$ cat config.mk
export PLATFORM = sky130hd
export DESIGN_NAME = ant_cmd_tx_flat
export DESIGN_NICKNAME = d
export VERILOG_FILES = /design/src/rtl/ant_cmd_tx_pkg.sv /design/src/rtl/ant_cmd_tx_if.sv /design/src/rtl/ant_cmd_tx_fifo.sv /design/src/rtl/ant_cmd_tx.sv /design/src/flat_wrapper.sv
export SDC_FILE = /design/constraint.sdc
export NUM_CORES = 1
export LEC_CHECK = 0
export ABC_CLOCK_PERIOD_IN_PS = 2960
export BUFFER_PORTS_ARGS = -buffer_cell sky130_fd_sc_hd__buf_2
export CAP_MARGIN = 10
export CORE_ASPECT_RATIO = 0.9
export CORE_MARGIN = 1.5
export CORE_UTILIZATION = 57
export CTS_CLUSTER_DIAMETER = 80
export CTS_CLUSTER_SIZE = 30
export DETAILED_ROUTE_END_ITERATION = 10
export PLACE_DENSITY_LB_ADDON = 0.1
export SYNTH_ARGS = -nofsm -noshare
export SYNTH_HDL_FRONTEND = slang
export SYNTH_HIERARCHICAL = 1
export SYNTH_SLANG_ARGS = --single-unit
$ cat constraint.sdc
create_clock -name clk -period 2.96 [get_ports clk]
set_input_delay 0.296 -clock clk [delete_from_list [all_inputs] [get_ports clk]]
set_output_delay 0.296 -clock clk [all_outputs]
set_load 0.02 [all_outputs]
$ cat src/rtl/ant_cmd_tx_pkg.sv
// Shared definitions for the ant-farm cell command link: opcodes, cell codes,
// link bit positions and the transmitter FSM state encoding.
package ant_pkg;

  localparam logic [4:0] OP_NOP       = 5'd0;
  localparam logic [4:0] OP_E         = 5'd1;
  localparam logic [4:0] OP_G         = 5'd2;
  localparam logic [4:0] OP_T         = 5'd3;
  localparam logic [4:0] OP_Q         = 5'd4;
  localparam logic [4:0] OP_NS_NA     = 5'd5;
  localparam logic [4:0] OP_NS_ANT    = 5'd6;
  localparam logic [4:0] OP_SUGAR_NA  = 5'd7;
  localparam logic [4:0] OP_SUGAR_ANT = 5'd8;

  typedef enum logic [1:0] {
    CELL_E = 2'd0,
    CELL_G = 2'd1,
    CELL_T = 2'd2,
    CELL_Q = 2'd3
  } cell_t;

  localparam int LINK_W      = 6;
  localparam int LINK_STROBE = 5;
  localparam int LINK_OP_HI  = 4;
  localparam int LINK_OP_LO  = 0;

  typedef enum logic [1:0] {
    ST_IDLE     = 2'd0,
    ST_ISSUE    = 2'd1,
    ST_WAIT_ACK = 2'd2,
    ST_GAP      = 2'd3
  } tx_state_t;

  function automatic logic op_legal(input logic [4:0] op);
    return (op != OP_NOP) && (op <= OP_SUGAR_ANT);
  endfunction

endpackage

$ cat src/rtl/ant_cmd_tx_if.sv
// Request handshake from the game controller plus the North-edge command link.
// The transmitter uses the slave modport; the controller/grid side uses master.
interface ant_cmd_tx_if #(
  parameter int COLS = 8,
  parameter int ROWS = 8
);
  localparam int COL_W = (COLS > 1) ? $clog2(COLS) : 1;
  localparam int ROW_W = (ROWS > 1) ? $clog2(ROWS) : 1;

  logic             req_valid;
  logic             req_ready;
  logic [COL_W-1:0] req_col;
  logic [ROW_W-1:0] req_row;
  logic [4:0]       req_op;
  logic [5:0]       link_data;
  logic [COL_W-1:0] link_col;
  logic [ROW_W-1:0] link_row;
  logic             link_ack;

  modport master (
    output req_valid, req_col, req_row, req_op, link_ack,
    input  req_ready, link_data, link_col, link_row
  );

  modport slave (
    input  req_valid, req_col, req_row, req_op, link_ack,
    output req_ready, link_data, link_col, link_row
  );
endinterface

$ cat src/rtl/ant_cmd_tx_fifo.sv
// Synchronous request FIFO with occupancy count; the head entry is visible
// combinationally and only leaves on pop.
module ant_cmd_fifo #(
  parameter int DEPTH = 4,
  parameter int W     = 11
) (
  input  logic                     clk,
  input  logic                     rst_n,
  input  logic                     push,
  input  logic [W-1:0]             din,
  input  logic                     pop,
  output logic [W-1:0]             dout,
  output logic                     full,
  output logic                     empty,
  output logic [$clog2(DEPTH):0]   count
);
  localparam int PTR_W = $clog2(DEPTH);

  logic [W-1:0]     mem [DEPTH];
  logic [PTR_W-1:0] wr_ptr;
  logic [PTR_W-1:0] rd_ptr;
  logic [PTR_W:0]   cnt;
  logic             do_push;
  logic             do_pop;

  // DEPTH is a power of two, so full is exactly the count MSB
  assign full    = cnt[PTR_W];
  assign empty   = (cnt == '0);
  assign count   = cnt;
  assign dout    = mem[rd_ptr];
  assign do_push = push && !full;
  assign do_pop  = pop && !empty;

  always_ff @(posedge clk or negedge rst_n) begin
    if (!rst_n) begin
      wr_ptr <= '0;
      rd_ptr <= '0;
      cnt    <= '0;
    end else begin
      if (do_push) wr_ptr <= wr_ptr + 1'b1;
      if (do_pop)  rd_ptr <= rd_ptr + 1'b1;
      if (do_push && !do_pop)      cnt <= cnt + 1'b1;
      else if (do_pop && !do_push) cnt <= cnt - 1'b1;
    end
  end

  always_ff @(posedge clk) begin
    if (do_push) mem[wr_ptr] <= din;
  end
endmodule

$ cat src/rtl/ant_cmd_tx.sv
// Cell command transmitter: buffers requests, strobes them onto the link,
// waits for ack with timeout/retry. ANT_CMD_TX_BROADCAST_EN enables row broadcast.
module ant_cmd_tx
  import ant_pkg::*;
#(
  parameter int COLS        = 8,
  parameter int ROWS        = 8,
  parameter int FIFO_DEPTH  = 4,
  parameter int ACK_TIMEOUT = 15,
  parameter int MAX_RETRY   = 2
) (
  input  logic                        clk,
  input  logic                        rst_n,
  ant_cmd_tx_if.slave                 bus,
  output logic                        busy,
  output logic [$clog2(FIFO_DEPTH):0] fifo_count,
  output logic                        err_badop,
  output logic                        err_timeout
);
  localparam int COL_W = (COLS > 1) ? $clog2(COLS) : 1;
  localparam int ROW_W = (ROWS > 1) ? $clog2(ROWS) : 1;
  localparam int ENT_W = COL_W + ROW_W + 5;
  localparam int TMR_W = (ACK_TIMEOUT > 0) ? $clog2(ACK_TIMEOUT + 1) : 1;
  localparam int RTY_W = (MAX_RETRY > 0) ? $clog2(MAX_RETRY + 1) : 1;

  tx_state_t        state, state_d;
  logic [TMR_W-1:0] timer;
  logic [RTY_W-1:0] retries;
  logic [4:0]       cur_op;
  logic [COL_W-1:0] cur_col;
  logic [ROW_W-1:0] cur_row;

  logic             fifo_full, fifo_empty, fifo_pop, fifo_push;
  logic [ENT_W-1:0] head;
  logic [COL_W-1:0] head_col;
  logic [ROW_W-1:0] head_row;
  logic [4:0]       head_op;
  logic             accept, row_ok, req_legal;
  logic             load, tmr_clr, tmr_inc, rty_clr, rty_inc, drop;

  assign {head_col, head_row, head_op} = head;

  // Request intake: illegal entries are swallowed here and never reach the FIFO
`ifdef ANT_CMD_TX_BROADCAST_EN
  localparam bit ROW_SPARE = (ROWS < (1 << ROW_W));
  logic cur_bcast;
  assign row_ok = (int'(bus.req_row) < ROWS) || (ROW_SPARE && (&bus.req_row));

  always_ff @(posedge clk or negedge rst_n) begin
    if (!rst_n)    cur_bcast <= 1'b0;
    else if (load) cur_bcast <= ROW_SPARE && (&head_row);
  end
`else
  logic cur_bcast;
  assign row_ok    = (int'(bus.req_row) < ROWS);
  assign cur_bcast = 1'b0;
`endif

  assign bus.req_ready = !fifo_full;
  assign accept        = bus.req_valid && bus.req_ready;
  assign req_legal     = op_legal(bus.req_op) && row_ok;
  assign fifo_push     = accept && req_legal;

  ant_cmd_fifo #(
    .DEPTH (FIFO_DEPTH),
    .W     (ENT_W)
  ) u_fifo (
    .clk   (clk),
    .rst_n (rst_n),
    .push  (fifo_push),
    .din   ({bus.req_col, bus.req_row, bus.req_op}),
    .pop   (fifo_pop),
    .dout  (head),
    .full  (fifo_full),
    .empty (fifo_empty),
    .count (fifo_count)
  );

  // Link FSM: next state and control strobes
  always_comb begin
    state_d  = state;
    fifo_pop = 1'b0;
    load     = 1'b0;
    tmr_clr  = 1'b0;
    tmr_inc  = 1'b0;
    rty_clr  = 1'b0;
    rty_inc  = 1'b0;
    drop     = 1'b0;
    case (state)
      ST_IDLE: begin
        if (!fifo_empty) begin
          load    = 1'b1;
          tmr_clr = 1'b1;
          state_d = ST_ISSUE;
        end
      end
      ST_ISSUE: begin
        if (cur_bcast) begin
          fifo_pop = 1'b1;
          rty_clr  = 1'b1;
          state_d  = ST_GAP;
        end else begin
          tmr_inc = 1'b1;
          state_d = ST_WAIT_ACK;
        end
      end
      ST_WAIT_ACK: begin
        tmr_inc = 1'b1;
        if (bus.link_ack) begin
          fifo_pop = 1'b1;
          rty_clr  = 1'b1;
          state_d  = ST_GAP;
        end else if (timer == TMR_W'(ACK_TIMEOUT)) begin
          if (retries < RTY_W'(MAX_RETRY)) begin
            rty_inc = 1'b1;
          end else begin
            fifo_pop = 1'b1;
            rty_clr  = 1'b1;
            drop     = 1'b1;
          end
          state_d = ST_GAP;
        end
      end
      ST_GAP: begin
        // A non-zero retry count means the head entry is being re-issued
        if (retries != '0) begin
          tmr_clr = 1'b1;
          state_d = ST_ISSUE;
        end else begin
          state_d = ST_IDLE;
        end
      end
      default: state_d = ST_IDLE;
    endcase
  end

  always_ff @(posedge clk or negedge rst_n) begin
    if (!rst_n) begin
      state       <= ST_IDLE;
      timer       <= '0;
      retries     <= '0;
      cur_op      <= '0;
      cur_col     <= '0;
      cur_row     <= '0;
      err_badop   <= 1'b0;
      err_timeout <= 1'b0;
    end else begin
      state <= state_d;
      if (tmr_clr)      timer <= '0;
      else if (tmr_inc) timer <= timer + 1'b1;
      if (rty_clr)      retries <= '0;
      else if (rty_inc) retries <= retries + 1'b1;
      if (load) begin
        cur_op  <= head_op;
        cur_col <= head_col;
        cur_row <= head_row;
      end
      err_badop   <= accept && !req_legal;
      err_timeout <= drop;
    end
  end

  // Link outputs decode straight from state so reset clears them at once
  always_comb begin
    bus.link_data = '0;
    case (state)
      ST_ISSUE:    bus.link_data = {1'b1, cur_op};
      ST_WAIT_ACK: bus.link_data = {1'b0, cur_op};
      default:     bus.link_data = '0;
    endcase
  end

  assign bus.link_col = cur_col;
  assign bus.link_row = cur_row;
  assign busy         = !fifo_empty || (state != ST_IDLE);
endmodule

$ cat src/flat_wrapper.sv
// flat-port wrapper written by rule: the top's interface ports become plain ports
module ant_cmd_tx_flat import ant_pkg::*;
#(
  parameter int COLS        = 8,
  parameter int ROWS        = 8,
  parameter int FIFO_DEPTH  = 4,
  parameter int ACK_TIMEOUT = 15,
  parameter int MAX_RETRY   = 2
)
  (clk, rst_n, busy, fifo_count, err_badop, err_timeout, bus_req_valid, bus_req_col, bus_req_row, bus_req_op, bus_link_ack, bus_req_ready, bus_link_data, bus_link_col, bus_link_row);
  ant_cmd_tx_if #(.COLS(COLS), .ROWS(ROWS)) bus_i ();
  input  logic clk;
  input  logic rst_n;
  output logic busy;
  output logic [$clog2(FIFO_DEPTH):0] fifo_count;
  output logic err_badop;
  output logic err_timeout;
  input wire logic [$bits(bus_i.req_valid)-1:0] bus_req_valid;
  input wire logic [$bits(bus_i.req_col)-1:0] bus_req_col;
  input wire logic [$bits(bus_i.req_row)-1:0] bus_req_row;
  input wire logic [$bits(bus_i.req_op)-1:0] bus_req_op;
  input wire logic [$bits(bus_i.link_ack)-1:0] bus_link_ack;
  output wire logic [$bits(bus_i.req_ready)-1:0] bus_req_ready;
  output wire logic [$bits(bus_i.link_data)-1:0] bus_link_data;
  output wire logic [$bits(bus_i.link_col)-1:0] bus_link_col;
  output wire logic [$bits(bus_i.link_row)-1:0] bus_link_row;
  assign bus_i.req_valid = bus_req_valid;
  assign bus_i.req_col = bus_req_col;
  assign bus_i.req_row = bus_req_row;
  assign bus_i.req_op = bus_req_op;
  assign bus_i.link_ack = bus_link_ack;
  assign bus_req_ready = bus_i.req_ready;
  assign bus_link_data = bus_i.link_data;
  assign bus_link_col = bus_i.link_col;
  assign bus_link_row = bus_i.link_row;
  ant_cmd_tx #(.COLS(COLS), .ROWS(ROWS), .FIFO_DEPTH(FIFO_DEPTH), .ACK_TIMEOUT(ACK_TIMEOUT), .MAX_RETRY(MAX_RETRY)) u_core (.clk(clk), .rst_n(rst_n), .bus(bus_i), .busy(busy), .fifo_count(fifo_count), .err_badop(err_badop), .err_timeout(err_timeout));
endmodule
==> flow_summary.ini <==
[worst_hold_path]
hold_start = bus_req_col[2]
hold_class = input pin to register
min_path_cells = 1
min_to = u_core/u_fifo/mem[2][10]

[yosys]
ys.flop_type = edfxtp_1
synth_edf_count = 44
postSynthAreaPerCell_um2 = 17.4
ys_types = 40
netlist_area_um2 = 3070
synth_fa_ha_area_share_pct = 5.95
ys_seq_elements = 72
yosysSeqAreaShare_pct = 65.9
synth-compound-area-share_pct = 3.02
syn_nets = 205
synth-xor-area-share_pct = 2.57
yosysWarnings = 6
synth_cells = 176
synth_top_family_by_area = multiplexers
synthArstFlopShare_pct = 38.9
synth.area.mux_share_pct = 14.1
synth_simple_gate_area_share_pct = 6.24

[layout]
syn_to_final_growth_pct = 12.7
regArea_um2 = 2020
final_area_um2 = 3460
insertedDiodeCount = 0
drive_gt1_share_pct = 33.3
stdcell_count = 289
n_fill_cell = 358
layout.nets = 246
layout_commonest_cell = edfxtp_1
layout_common_cells = 44 x edfxtp_1, 33 x buf_2, 28 x dfrtp_1
multiInputGateArea_um2 = 977

[sta]
fin_setup_tns_ns = 0
clock.fmax_ghz = 0.411
worst_pin_slew_ns = 0.747
slew_headroom_pct = 50.2
period_share_pct = 82.2
drv_slew = 0
rsz0062_at_grt = no
setup_viol = 0
hold_viol = 0
skew_ns = 0.00676
final.min_clock_period_ns = 2.43

[place]
port_buffers = 33
hpwl_um = 3580
place_inst = 272
gp_congestion = 0.762
placed_area_um2 = 3290

[critical_path]
startpoint_type = register
cpPeakStageDelay_ns = 0.40
cp-startpoint = u_core/timer[0]
crit-reg2reg-launch = u_core/timer[0]
crit_arrival_ns = 2.68
crit_required_ns = 3.21
end_kind = register
rr_worst_depth = 11
crit_path_top_delay_cell = dfrtp_1
r2r_setup_slack_ns = 0.53
worstPathCellList = ha_1 > and3_4 > a21oi_1 > nor2b_1 > nand2b_1 > ha_1 > inv_1 > fa_1 > xor2_1 > nor2_1 > xor2_1
cp_max_fo = 6
critPathKind = register to register
r2r_end = u_core/u_fifo/count[2]

[job]
maxCapViolCount = 0

[floorplan]
die_h_um = 72.6
num_io_pins = 34
std_cell_rows = 25
initial_core_util_pct = 58.7
fp.dieW_um = 80.3
core_um2 = 5220
die_area_um2 = 5830

[route]
vias = 1608
avgRoutedWirePerCell_um = 18.2
vias_per_cell = 5.56
drc_errors = 0
ant_nets = 0
drt_iter0_markers = 93
routed_wl_um = 5260
drt_pass1_iterations = 4

[grt]
overflow = 0
grt_max_degree = 29
grtUsageTotal_pct = 21.1
grt_pass1_vias = 1726
antenna_found_initial = 0
grt_pass1_wl_um = 8580

[clocking]
cts_tree = done
cts-root-buf = clkbuf_8
clock-sinks = 72
h-tree-depth = 3
cts_buffers = 9
path_clk_slew_ns = 0.07
cts-root-to-sink-buffers = 2
insertion_delay_ns = 0.34
postCtsSetupRepairBufs = 0

[power_and_ir_drop]
irDropWorstVdd_v = 0.000545
power.density_nw_per_um2 = 943
leakagePower_nw = 1.38

[run_status]
status = complete, no violations
worst max-delay path by stage:
stage,endpoint,cells after the start
global placement,u_core/u_fifo/count[2],12
global route,u_core/u_fifo/count[2],8
finish,u_core/u_fifo/count[2],11
detailed placement,u_core/u_fifo/count[2],12
CTS,u_core/u_fifo/count[2],11
floorplan,u_core/u_fifo/count[2],11
timing repair:
item,CTS,global route
hold endpoints to repair,20,0
hold buffers,1,0
resized for setup,0,0
layer usage:
metal	up-vias	global-route usage (%)	routed length (µm)
met4	0	9.96	69
met3	8	6.63	228
met2	36	34.6	2760
li1	739	-	-
met5	-	0	0
met1	825	25.5	2210
synthesized netlist by cell type (all sizes together), types with 2 or more instances:
library cell  count  share of area [%]
inv               8               0.98
o21ai             3               0.61
nand2             2               0.24
mux2             15                5.6
edfxtp           44                 43
ha               13                5.3
xnor2             5                1.4
mux4             11                8.4
buf               4                1.1
nand2b            2               0.41
nor2b             6                1.3
nor3              3               0.65
xor2              4                1.1
o21a              2               0.49
and2              9                1.8
dfrtp            28                 23
a22o              4                1.2
and3              3               0.82
kinds of logic (layout without fill, tap and decap cells):
family	count (synthesis)	count (layout)
buffers and inverters	13	59
AOI/OAI and AO/OA	12	12
xor gates and xnor gates	9	9
and+or+nand+nor	30	30
DFF	72	72
adders and majority gates	14	14
muxes	26	26
layout make-up:
class	instances	share of cell area [%]
inverters	8	0.868
repair buffers	35	5.28
clock inverters	7	1.12
flip-flops and latches	72	58.5
well taps	67	2.42
multi-input cells	91	28.3
clock buffers	9	3.58
registers in the layout (all words and copies together) (netlist names):
register              cells
u_core/u_fifo/mem        44
u_core/cur_op             5
u_core/timer              4
u_core/bus.link_col       3
u_core/bus.link_row       3
u_core/u_fifo/count       3
u_core/retries            2
u_core/state              2
u_core/u_fifo/rd_ptr      2
u_core/u_fifo/wr_ptr      2
u_core/err_badop          1
u_core/err_timeout        1
report_power, final:
group / switching (mW) / internal (mW) / total [mW]
registers: 0.211 / 1.26 / 1.47
clock network: 0.338 / 0.294 / 0.633
logic: 0.581 / 0.575 / 1.16
total: 1.13 / 2.13 / 3.26
per-stage QoR:
stage / power (mW) / hold slack (ns) / worst slack (ns) / util [%]
floorplan: 2.34 / 0.000409 / 0.775 / -
global placement: 2.56 / 0.354 / 0.608 / 62.9
detailed placement: 2.66 / 0.367 / 0.496 / 62.9
CTS: 3.29 / 0.155 / 0.545 / 66.2
global route: 3.45 / 0.151 / 0.335 / 66.2
finish: 3.26 / 0.169 / 0.528 / 66.2
critical path, delay by kind of cell (launching register included):
kind / cells / cell delay, ns
AND/OR/NAND/NOR: 4 / 0.58
AO/OA/AOI/OAI: 1 / 0.15
adder cells (fa/ha/maj): 3 / 0.81
XOR/XNOR: 2 / 0.35
buffers and inverters: 1 / 0.06
flip-flops: 1 / 0.40
Note: power is estimated with default switching activity, not from simulation.
